$ cat src/rtl/spi_peripheral.sv
// rtl/spi_peripheral.sv - write-only mode-0 SPI responder feeding five 8-bit control registers
module spi_peripheral #(
    parameter int SYNC_STAGES = 2,
    parameter int MAX_ADDR    = 4
) (
    input  logic       clk,
    input  logic       rst_n,
    input  logic       sclk,
    input  logic       copi,
    input  logic       ncs,
    output logic [7:0] en_reg_out_7_0,
    output logic [7:0] en_reg_out_15_8,
    output logic [7:0] en_reg_pwm_7_0,
    output logic [7:0] en_reg_pwm_15_8,
    output logic [7:0] pwm_duty_cycle
);

    typedef enum logic {
        ST_IDLE,
        ST_ACTIVE
    } state_t;

    localparam logic [6:0] LP_MAX_ADDR = 7'(MAX_ADDR);

    logic [SYNC_STAGES-1:0] r_sclk_sync;
    logic [SYNC_STAGES-1:0] r_copi_sync;
    logic [SYNC_STAGES-1:0] r_ncs_sync;
    logic                   r_sclk_hist;
    logic                   r_ncs_hist;

    state_t      r_state;
    state_t      w_state_nxt;
    logic [15:0] r_shift;
    logic [4:0]  r_count;

    logic [7:0]  r_out_lo;
    logic [7:0]  r_out_hi;
    logic [7:0]  r_pwm_lo;
    logic [7:0]  r_pwm_hi;
    logic [7:0]  r_duty;

    logic        w_sclk_s;
    logic        w_copi_s;
    logic        w_ncs_s;
    logic        w_sclk_rise;
    logic        w_ncs_rise;
    logic        w_ncs_fall;
    logic        w_clear;
    logic        w_shift;
    logic        w_end_frame;
    logic        w_commit;

    // Bring the three pins into the clk domain; history flops give one-cycle edge pulses
    always_ff @(posedge clk or negedge rst_n) begin
        if (!rst_n) begin
            r_sclk_sync <= '0;
            r_copi_sync <= '0;
            r_ncs_sync  <= '0;
            r_sclk_hist <= 1'b0;
            r_ncs_hist  <= 1'b0;
        end else begin
            r_sclk_sync <= {r_sclk_sync[SYNC_STAGES-2:0], sclk};
            r_copi_sync <= {r_copi_sync[SYNC_STAGES-2:0], copi};
            r_ncs_sync  <= {r_ncs_sync[SYNC_STAGES-2:0], ncs};
            r_sclk_hist <= r_sclk_sync[SYNC_STAGES-1];
            r_ncs_hist  <= r_ncs_sync[SYNC_STAGES-1];
        end
    end

    assign w_sclk_s    = r_sclk_sync[SYNC_STAGES-1];
    assign w_copi_s    = r_copi_sync[SYNC_STAGES-1];
    assign w_ncs_s     = r_ncs_sync[SYNC_STAGES-1];
    assign w_sclk_rise = w_sclk_s & ~r_sclk_hist;
    assign w_ncs_rise  = w_ncs_s & ~r_ncs_hist;
    assign w_ncs_fall  = ~w_ncs_s & r_ncs_hist;

    // Frame state register
    always_ff @(posedge clk or negedge rst_n) begin
        if (!rst_n) begin
            r_state <= ST_IDLE;
        end else begin
            r_state <= w_state_nxt;
        end
    end

    // Next state and datapath strobes; an nCS rise takes priority over a coincident SCLK rise
    always_comb begin
        w_state_nxt = r_state;
        w_clear     = 1'b0;
        w_shift     = 1'b0;
        w_end_frame = 1'b0;
        case (r_state)
            ST_IDLE: begin
                if (w_ncs_fall) begin
                    w_clear     = 1'b1;
                    w_state_nxt = ST_ACTIVE;
                end
            end
            ST_ACTIVE: begin
                if (w_ncs_rise) begin
                    w_end_frame = 1'b1;
                    w_state_nxt = ST_IDLE;
                end else if (w_sclk_rise) begin
                    w_shift = 1'b1;
                end
            end
            default: w_state_nxt = ST_IDLE;
        endcase
    end

    // Shift register and saturating bit counter; saturation keeps long frames from aliasing to 16
    always_ff @(posedge clk or negedge rst_n) begin
        if (!rst_n) begin
            r_shift <= '0;
            r_count <= '0;
        end else if (w_clear) begin
            r_shift <= '0;
            r_count <= '0;
        end else if (w_shift) begin
            r_shift <= {r_shift[14:0], w_copi_s};
            if (r_count != 5'd31) begin
                r_count <= r_count + 5'd1;
            end
        end
    end

    assign w_commit = w_end_frame && (r_count == 5'd16) && r_shift[15]
                      && (r_shift[14:8] <= LP_MAX_ADDR);

    // Write only the addressed register on a well-formed write frame
    always_ff @(posedge clk or negedge rst_n) begin
        if (!rst_n) begin
            r_out_lo <= '0;
            r_out_hi <= '0;
            r_pwm_lo <= '0;
            r_pwm_hi <= '0;
            r_duty   <= '0;
        end else if (w_commit) begin
            case (r_shift[14:8])
                7'd0:    r_out_lo <= r_shift[7:0];
                7'd1:    r_out_hi <= r_shift[7:0];
                7'd2:    r_pwm_lo <= r_shift[7:0];
                7'd3:    r_pwm_hi <= r_shift[7:0];
                7'd4:    r_duty   <= r_shift[7:0];
                default: ;
            endcase
        end
    end

    assign en_reg_out_7_0  = r_out_lo;
    assign en_reg_out_15_8 = r_out_hi;
    assign en_reg_pwm_7_0  = r_pwm_lo;
    assign en_reg_pwm_15_8 = r_pwm_hi;
    assign pwm_duty_cycle  = r_duty;

endmodule

$ cat config.mk
export PLATFORM = sky130hd
export DESIGN_NAME = spi_peripheral
export DESIGN_NICKNAME = d
export VERILOG_FILES = /design/src/rtl/spi_peripheral.sv
export SDC_FILE = /design/constraint.sdc
export NUM_CORES = 1
export LEC_CHECK = 0
export ABC_AREA = 1
export CAP_MARGIN = 30
export CORE_MARGIN = 8
export CORE_UTILIZATION = 50
export CTS_BUF_LIST = sky130_fd_sc_hd__clkbuf_4 sky130_fd_sc_hd__clkbuf_8 sky130_fd_sc_hd__clkbuf_16
export DETAILED_ROUTE_END_ITERATION = 8
export DONT_BUFFER_PORTS = 1
export GPL_ROUTABILITY_DRIVEN = 0
export PLACE_DENSITY = 0.63
export SLEW_MARGIN = 10
export SYNTH_ARGS = -nofsm -noshare
export SYNTH_HDL_FRONTEND = slang
export SYNTH_SLANG_ARGS = --single-unit
$ cat constraint.sdc
create_clock -name clk -period 2.7 [get_ports clk]
set_input_delay 0.405 -clock clk [delete_from_list [all_inputs] [get_ports clk]]
set_output_delay 0.405 -clock clk [all_outputs]
set_load 0.01 [all_outputs]
==> flow_summary.yaml, run 1 <==
status:
  status: "finished clean"
sta:
  tightest_slew_ns: 0.479
  hold_viol: 0
  clock_skew_ns: 0.0112
  rsz0062_at_grt: "no"
  maxSlewViolCount: 0
  max_freq_mhz: 544
  finalCritPeriodShare_pct: 68.1
  tns_ns: 0
  setup_ws_ns: 0.862
  hold_slack_ns: 0.0889
  maxSlewHeadroom_pct: 68.1
  fin_crit_ns: 1.84
  finalSetupViolations: 0
grt:
  antenna_found_initial: 0
  grtUsageTotal_pct: 15.7
  gr-total-overflow: 0
  grt_pass1_vias: 2095
  grt_max_degree: 71
  grt_pass1_wl_mm: 10.5
cells_and_area:
  layout-drive-gt1-share_pct: 11.8
  seq_area_um2: 1750
  area_growth_pct: 8.26
  num_antenna_cells: 0
  fin_area_um2: 3260
  nFillCells: 539
  multi_input_area_um2: 1100
  final_nets: 333
setup_path:
  r2r_end: "r_count[3]"
  crit_path_max_fanout: 12
  r2r_setup_slack_ns: 0.86
  critPathLaunchType: "register"
  required_ns: 2.91
  ff2ff_path_depth: 6
  crit_start: "r_ncs_sync[1]"
  end_kind: "register"
  arrival_ns: 2.05
  timing.rr.start: "r_ncs_sync[1]"
  crit_type: "register to register"
route:
  avgViaCountPerCell: 5.30
  drc: 0
  wl_met1_mm: 2.86
  highest_layer: "met4"
  dr_wl_met3_um: 371
  wl_met2_mm: 3.11
  drt-wirelength-per-cell_um: 15.9
  drt_iter0_drc: 114
  postRouteAntennaNets: 0
  vias: 2148
  drt-pass1-iter-count: 4
  totalWireLength_mm: 6.45
synth:
  ys_warn_count: 0
  synthesis.nets: 328
  seq_area_frac_synth_pct: 58.1
  synth_cell_types: 24
  ys_ff_latch: 70
  netlist_instances: 320
  avgSynthCellArea_um2: 9.42
  mappedNetlistArea_um2: 3010
clocking:
  path_clk_slew_ns: 0.07
  cts-resized-gates: 0
  cts-root-buf: "clkbuf_8"
  cts_hold_buffers: 2
  post_cts_buffers: 0
  cts_tree: "yes"
  htree_num_levels: 3
  cts_buffers: 9
  clk_latency_ns: 0.34
  clock_sinks: 70
  cts.path.max_buffers: 2
flow_run:
  drv_cap: 0
floorplan:
  dieHeight_um: 93.6
  fp.coreArea_um2: 5890
  ioPinCount: 45
  initial_core_util_pct: 51.2
  dieArea_um2: 8770
  die_width_um: 93.6
  rows: 28
pwr:
  p_leak_nw: 1.66
  ir_worst_vdd_mv: 0.424
  finalPower_mw: 2.04
  p_per_area_nw_per_um2: 624
place:
  port_buffers: 0
  dp_hpwl_mm: 4.24
  pre_cts_ws_ns: 0.853
  placed_area_um2: 3050
worst_hold_path:
  holdCritStartpoint: "copi"
  hold_path_depth: 0
  holdCritPathClass: "input pin to register"
  min_to: "r_copi_sync[0]"
final cells by class:
type / instances / share of cell area [%]
clock buffers: 10 / 4.22
repair buffers: 3 / 1.38
clock inverters: 6 / 1.15
well taps: 75 / 2.88
flip-flops and latches: 70 / 53.7
multi-input cells: 217 / 33.9
inverters: 24 / 2.84
logic make-up (layout without fill, tap and decap cells):
logic type	count (synthesis)	in the layout	share of synthesized area, %
fa+ha+maj	3	3	1.25
compound gates	21	21	3.90
simple gates	192	192	31.2
flops	70	70	58.1
xor+xnor	1	1	0.291
buf+inv	33	43	5.23
metal layers:
layer | vias to the layer above | track usage (%)
li1 | 1050 | -
met1 | 1050 | 19.4
met2 | 41 | 24.3
met3 | 7 | 5.21
met4 | 0 | 7.53
met5 | - | 0
power by group:
part           switching (mW)  total, mW  leakage [nW]  internal [mW]
clock                   0.395      0.748        0.0841          0.353
sequential             0.0434       1.13         0.953           1.09
combinational           0.101      0.158         0.618         0.0568
placed cells by master, fill, tap and decap left out, types with 4 or more instances in the layout:
| master | instances |
|---|---|
| nor2_2 | 4 |
| o31ai_1 | 5 |
| clkbuf_8 | 10 |
| nand2_1 | 106 |
| dfrtp_1 | 70 |
| nand3_1 | 58 |
| o21ai_0 | 16 |
| nor2_1 | 9 |
| inv_1 | 21 |
synthesized netlist by cell type:
cell type / number / area (um^2)
nand2_4: 1 / 11.3
nor2_4: 3 / 33.8
nand2_2: 1 / 6.26
nand4_2: 3 / 37.5
nand2_1: 106 / 398
nand4_1: 1 / 6.26
nor2_2: 4 / 25.0
nand3_2: 1 / 10.0
inv_2: 2 / 7.51
xor2_1: 1 / 8.76
inv_4: 1 / 6.26
nor2_8: 2 / 40.0
or2_2: 1 / 6.26
inv_1: 21 / 78.8
nor2_1: 9 / 33.8
nand3_1: 58 / 290
buf_2: 1 / 5.00
dfrtp_1: 70 / 1750
ha_1: 3 / 37.5
buf_6: 4 / 45.0
nand4_4: 2 / 42.5
o31ai_1: 5 / 37.5
o21ai_0: 16 / 80.1
clkbuf_1: 4 / 15.0
flip-flops by register name, indices dropped and copies added, names as in the netlist:
register / count
r_copi_sync: 2
r_count: 5
pwm_duty_cycle: 8
en_reg_pwm_7_0: 8
r_state: 1
r_ncs_sync: 2
en_reg_out_7_0: 8
en_reg_pwm_15_8: 8
r_sclk_hist: 1
r_ncs_hist: 1
en_reg_out_15_8: 8
r_sclk_sync: 2
r_shift: 16
through the flow:
| step | utilization [%] | std cells |
|---|---|---|
| 2_1_floorplan | - | 320 |
| 3_3_place_gp | 51.8 | 387 |
| 3_5_place_dp | 51.8 | 387 |
| 4_1_cts | 55.4 | 405 |
| 5_1_grt | 55.4 | 405 |
| 6_report | 55.4 | 405 |
worst max path at each step:
stage          slack, ns           endpoint  depth (start not counted)
2_1_floorplan       1.31  en_reg_out_7_0[0]                          7
3_3_place_gp        0.84         r_count[0]                          6
3_5_place_dp        0.85         r_count[3]                          6
4_1_cts             0.83         r_count[3]                          6
5_1_grt             0.61         r_count[2]                          5
6_report            0.86         r_count[3]                          6
critical path, stage by stage (launching register included):
cell and delay (ns):
dfrtp_1 0.41, nand2_1 0.11, nand3_1 0.31, nand2_1 0.42
nand2_1 0.27, nand2_1 0.11, o21ai_0 0.08
(Power assumes the default switching activity.)
==> run 2, diff against run 1 <==
clock period = 1.9 ns   (was 2.7 ns; I/O delays follow)
==> run 2 against run 1 <==
Clock power increased by 98%; routed wire length is 0.42% lower; the flow now finishes with violations (hold timing); critical endpoint is now pwm_duty_cycle[1]; clock-buffer cell count up 1; register-to-register slack got worse by 0.61 ns; die area stayed put; worst setup slack worse by 0.61 ns; critical path depth increased by 3; core utilization increased by 2.3 points.
==> flow_summary.yaml, run 2 (synthesized netlist as in run 1, its figures left out) <==
status:
  status: "finished with violations"
  violations: "hold timing"
place:
  post-place-cells: 394
  port_buffers: 0
  dp_hpwl_mm: 4.36
cells_and_area:
  layoutNonFillerInstCount: 413
  area_growth_pct: 12.7
  num_antenna_cells: 0
  final_nets: 341
  final_cell_mix: "nand2_1 (106), dfrtp_1 (70), nand3_1 (58), inv_1 (21), o21ai_0 (16)"
  layout-drive-gt1-share_pct: 13.3
  top_register: "r_shift"
  largest_register_ffs: 16
  layout_commonest_cell: "nand2_1"
sta:
  fin_crit_ns: 1.65
  maxSlewHeadroom_pct: 74.7
  tightest_slew_ns: 0.379
  tns_ns: 0
  max_freq_mhz: 605
  rsz0062_at_grt: "no"
  finalCritPeriodShare_pct: 87.0
  hold_viol: 70
  finalSetupViolations: 0
  clock_skew_ns: 0.00692
  hold_slack_ns: -0.366
  maxSlewViolCount: 0
clocking:
  clock_sinks: 70
  cts_buffers: 9
  cts_hold_buffers: 3
  cts.path.max_buffers: 2
  path_clk_slew_ns: 0.08
  clk_latency_ns: 0.34
  cts-root-buf: "clkbuf_8"
  htree_num_levels: 3
  cts_tree: "yes"
setup_path:
  crit_type: "register to register"
  crit_top_cell: "nand2_1"
  crit_slowest_cell: "dfrtp_1"
  end_kind: "register"
  crit_buf_inv: 2
  cpLargestDelayFamily: "simple AND/OR/NAND/NOR gates"
  required_ns: 2.17
  arrival_ns: 1.92
  critPathLaunchType: "register"
  crit_chain: "inv_1 -> ha_1 -> nand2_1 -> nor2_1 -> nand3_2 -> nor2_8 -> buf_12 -> nand3_1 -> nand2_1"
  crit_path_max_fanout: 28
  slowest_delay_ns: 0.41
floorplan:
  die_width_um: 93.6
  initial_core_util_pct: 51.2
  rows: 28
  fp.coreArea_um2: 5890
  dieArea_um2: 8770
  dieHeight_um: 93.6
  ioPinCount: 45
flow_run:
  drv_cap: 0
route:
  drc: 0
  vias: 2172
  drt_iter0_drc: 74
  postRouteAntennaNets: 0
  drt-wirelength-per-cell_um: 15.5
  totalWireLength_mm: 6.42
  avgViaCountPerCell: 5.26
  drt-pass1-iter-count: 4
pwr:
  ir_worst_vdd_mv: 0.520
  p_per_area_nw_per_um2: 967
  p_leak_nw: 1.73
  finalPower_mw: 3.29
grt:
  gr-total-overflow: 0
  antenna_found_initial: 0
  grt_pass1_wl_mm: 10.6
  grtUsageTotal_pct: 15.6
  grt_max_degree: 71
  grt_pass1_vias: 2053
worst_hold_path:
  holdCritPathClass: "input pin to async pin"
-- run 2: area by class of cell --
| type | count | area [um^2] |
|---|---|---|
| Multi-Input combinational cell | 217 | 1100 |
| Clock buffer | 11 | 145 |
| Inverter | 24 | 92.6 |
| Fill cell | 524 | 2490 |
| Timing Repair Buffer | 11 | 103 |
| Clock inverter | 5 | 106 |
| Tap cell | 75 | 93.8 |
| Sequential cell | 70 | 1750 |
-- run 2: layer usage --
layer / wire length [um] / track usage [%] / up-vias
met5: 0 / 0 / -
met3: 347 / 4.25 / 10
met4: 95 / 6.87 / 0
li1: - / - / 1072
met2: 3060 / 24.4 / 38
met1: 2920 / 19.8 / 1052
-- run 2: stage by stage --
stage / cell area (um^2) / util, % / worst slack, ns
2_1_floorplan: 3010 / - / 0.511
3_3_place_gp: 3120 / 52.9 / 0.297
3_5_place_dp: 3120 / 52.9 / 0.245
4_1_cts: 3400 / 57.7 / 0.236
5_1_grt: 3400 / 57.7 / 0.0776
6_report: 3400 / 57.7 / 0.247
-- run 2: path summary, 6_finish.rpt --
check                                      to           start  slack, ns  depth (start not counted)
max                         pwm_duty_cycle[1]      r_count[0]       0.25                          9
min                        en_reg_out_15_8[4]           rst_n      -0.37                          0
max reg2reg                 pwm_duty_cycle[1]      r_count[0]       0.25                          9
min reg2reg                    r_sclk_sync[1]  r_sclk_sync[0]       0.35                          0
max in group asynchronous   en_reg_pwm_7_0[5]           rst_n       2.17                          0
min in group clk               r_sclk_sync[1]  r_sclk_sync[0]       0.35                          0
-- run 2: where the power goes --
group | switching, mW | internal [mW] | total [mW] | leakage, nW
Combinational | 0.117 | 0.0809 | 0.198 | 0.653
Clock | 0.553 | 0.925 | 1.48 | 0.123
Sequential | 0.0664 | 1.54 | 1.61 | 0.953
Total | 0.737 | 2.55 | 3.29 | 1.73
-- run 2: what timing repair did --
action / CTS / global route
setup buffers: 0 / 0
resized for setup: 0 / 0
endpoints found under the hold margin: 73 / 70
endpoints found under the setup margin: 0 / 0
==> run 3, diff against run 2 <==
clock period = 2 ns   (was 1.9 ns; I/O delays follow)
==> run 3 against run 2 <==
The run now ends clean; sequential power shrank 5%; non-clock buffer count is the same; hold slack gained 0.72 ns.
==> flow_summary.yaml, run 3 (synthesized netlist as in run 1, its figures left out) <==
status:
  status: "finished clean"
cells_and_area:
  area_growth_pct: 12.2
  layout-drive-gt1-share_pct: 13.0
  largest_register_ffs: 16
  fin_util_pct: 57.5
  final_cell_mix: "nand2_1 (106), dfrtp_1 (70), nand3_1 (58), inv_1 (21), o21ai_0 (16)"
  layoutNonFillerInstCount: 413
  num_antenna_cells: 0
  layout_commonest_cell: "nand2_1"
  top_register: "r_shift"
  final_nets: 341
sta:
  maxSlewHeadroom_pct: 68.5
  hold_slack_ns: 0.352
  finalSetupViolations: 0
  tightest_slew_ns: 0.472
  max_freq_mhz: 578
  fin_crit_ns: 1.73
  maxSlewViolCount: 0
  rsz0062_at_grt: "no"
  clock_skew_ns: 0.0126
  hold_viol: 0
  finalCritPeriodShare_pct: 86.5
  tns_ns: 0
clocking:
  cts_hold_buffers: 5
  cts_tree: "yes"
  cts-resized-gates: 0
  cts-root-buf: "clkbuf_8"
  post_cts_buffers: 0
  clock_sinks: 70
  cts.path.max_buffers: 2
  htree_num_levels: 3
  path_clk_slew_ns: 0.08
  clk_latency_ns: 0.34
  cts_buffers: 9
grt:
  grt_pass1_wl_mm: 10.7
  antenna_found_initial: 0
  grt_pass1_vias: 2076
  grtUsageTotal_pct: 15.8
  gr-total-overflow: 0
  grt_max_degree: 71
setup_path:
  crit_chain: "inv_1 -> ha_1 -> nand2_1 -> nor2_1 -> nand3_2 -> nor2_8 -> nand3_1 -> nand2_1"
  slowest_delay_ns: 0.42
  crit_top_cell: "nand2_1"
  arrival_ns: 2.00
  critPathLaunchType: "register"
  crit_slowest_cell: "dfrtp_1"
  required_ns: 2.27
  end_kind: "register"
  crit_type: "register to register"
  crit_path_max_fanout: 40
route:
  postRouteAntennaNets: 0
  drt-wirelength-per-cell_um: 15.7
  drt_iter0_drc: 125
  avgViaCountPerCell: 5.16
  vias: 2133
  drt-pass1-iter-count: 4
  totalWireLength_mm: 6.50
  drc: 0
pwr:
  p_per_area_nw_per_um2: 899
  ir_worst_vdd_mv: 0.521
  p_leak_nw: 1.72
floorplan:
  dieHeight_um: 93.6
  fp.coreArea_um2: 5890
  rows: 28
  die_width_um: 93.6
  dieArea_um2: 8770
  initial_core_util_pct: 51.2
  ioPinCount: 45
worst_hold_path:
  holdCritPathClass: "register to register"
place:
  dp_hpwl_mm: 4.34
  post-place-cells: 392
  port_buffers: 0
flow_run:
  drv_cap: 0
run 3: layout make-up:
type,instances,area (um^2)
timing repair buffer,11,113
sequential,70,1750
fill,516,2500
tap,75,93.8
multi-input combinational,217,1100
clock buffer,11,145
inverter,24,92.6
clock inverter,5,81.3
run 3: worst max-delay path: cells and delay by family (launching register included):
| family | cells | cell delay, ns |
|---|---|---|
| adders and majority gates | 1 | 0.16 |
| buffers and inverters | 1 | 0.09 |
| DFF | 1 | 0.42 |
| and+or+nand+nor | 6 | 0.98 |
run 3: layer usage:
| metal | wire length (um) | track usage [%] | up-vias |
|---|---|---|---|
| met2 | 3100 | 25.1 | 44 |
| met5 | 0 | 0 | - |
| li1 | - | - | 1062 |
| met4 | 74 | 6.61 | 0 |
| met3 | 364 | 4.33 | 8 |
| met1 | 2960 | 19.9 | 1019 |
run 3: where the power goes:
group	internal [mW]	total, mW	leakage [nW]	switching, mW
combinational	0.0832	0.219	0.657	0.136
sequential	1.47	1.53	0.953	0.0643
clock	0.753	1.29	0.113	0.539
run 3: path summary, 6_finish.rpt:
check,cells past startpoint,slack [ns],startpoint,end
worst max-delay path,8,0.27,r_count[0],en_reg_pwm_7_0[4]
worst min-delay path,0,0.35,r_copi_sync[0],r_copi_sync[1]
worst max register to register,8,0.27,r_count[0],en_reg_pwm_7_0[4]
worst min register to register,0,0.35,r_copi_sync[0],r_copi_sync[1]
max in group asynchronous,2,1.21,rst_n,r_shift[15]
min in group asynchronous,2,0.52,rst_n,en_reg_out_7_0[0]
run 3: through the flow:
stage	cell area, um^2	total power [mW]	worst slack [ns]
after floorplan	3010	1.68	0.611
after global placement	3090	1.74	0.330
after detailed placement	3090	1.74	0.296
after CTS	3380	3.06	0.264
after global routing	3380	3.16	0.105
final	3380	3.04	0.269
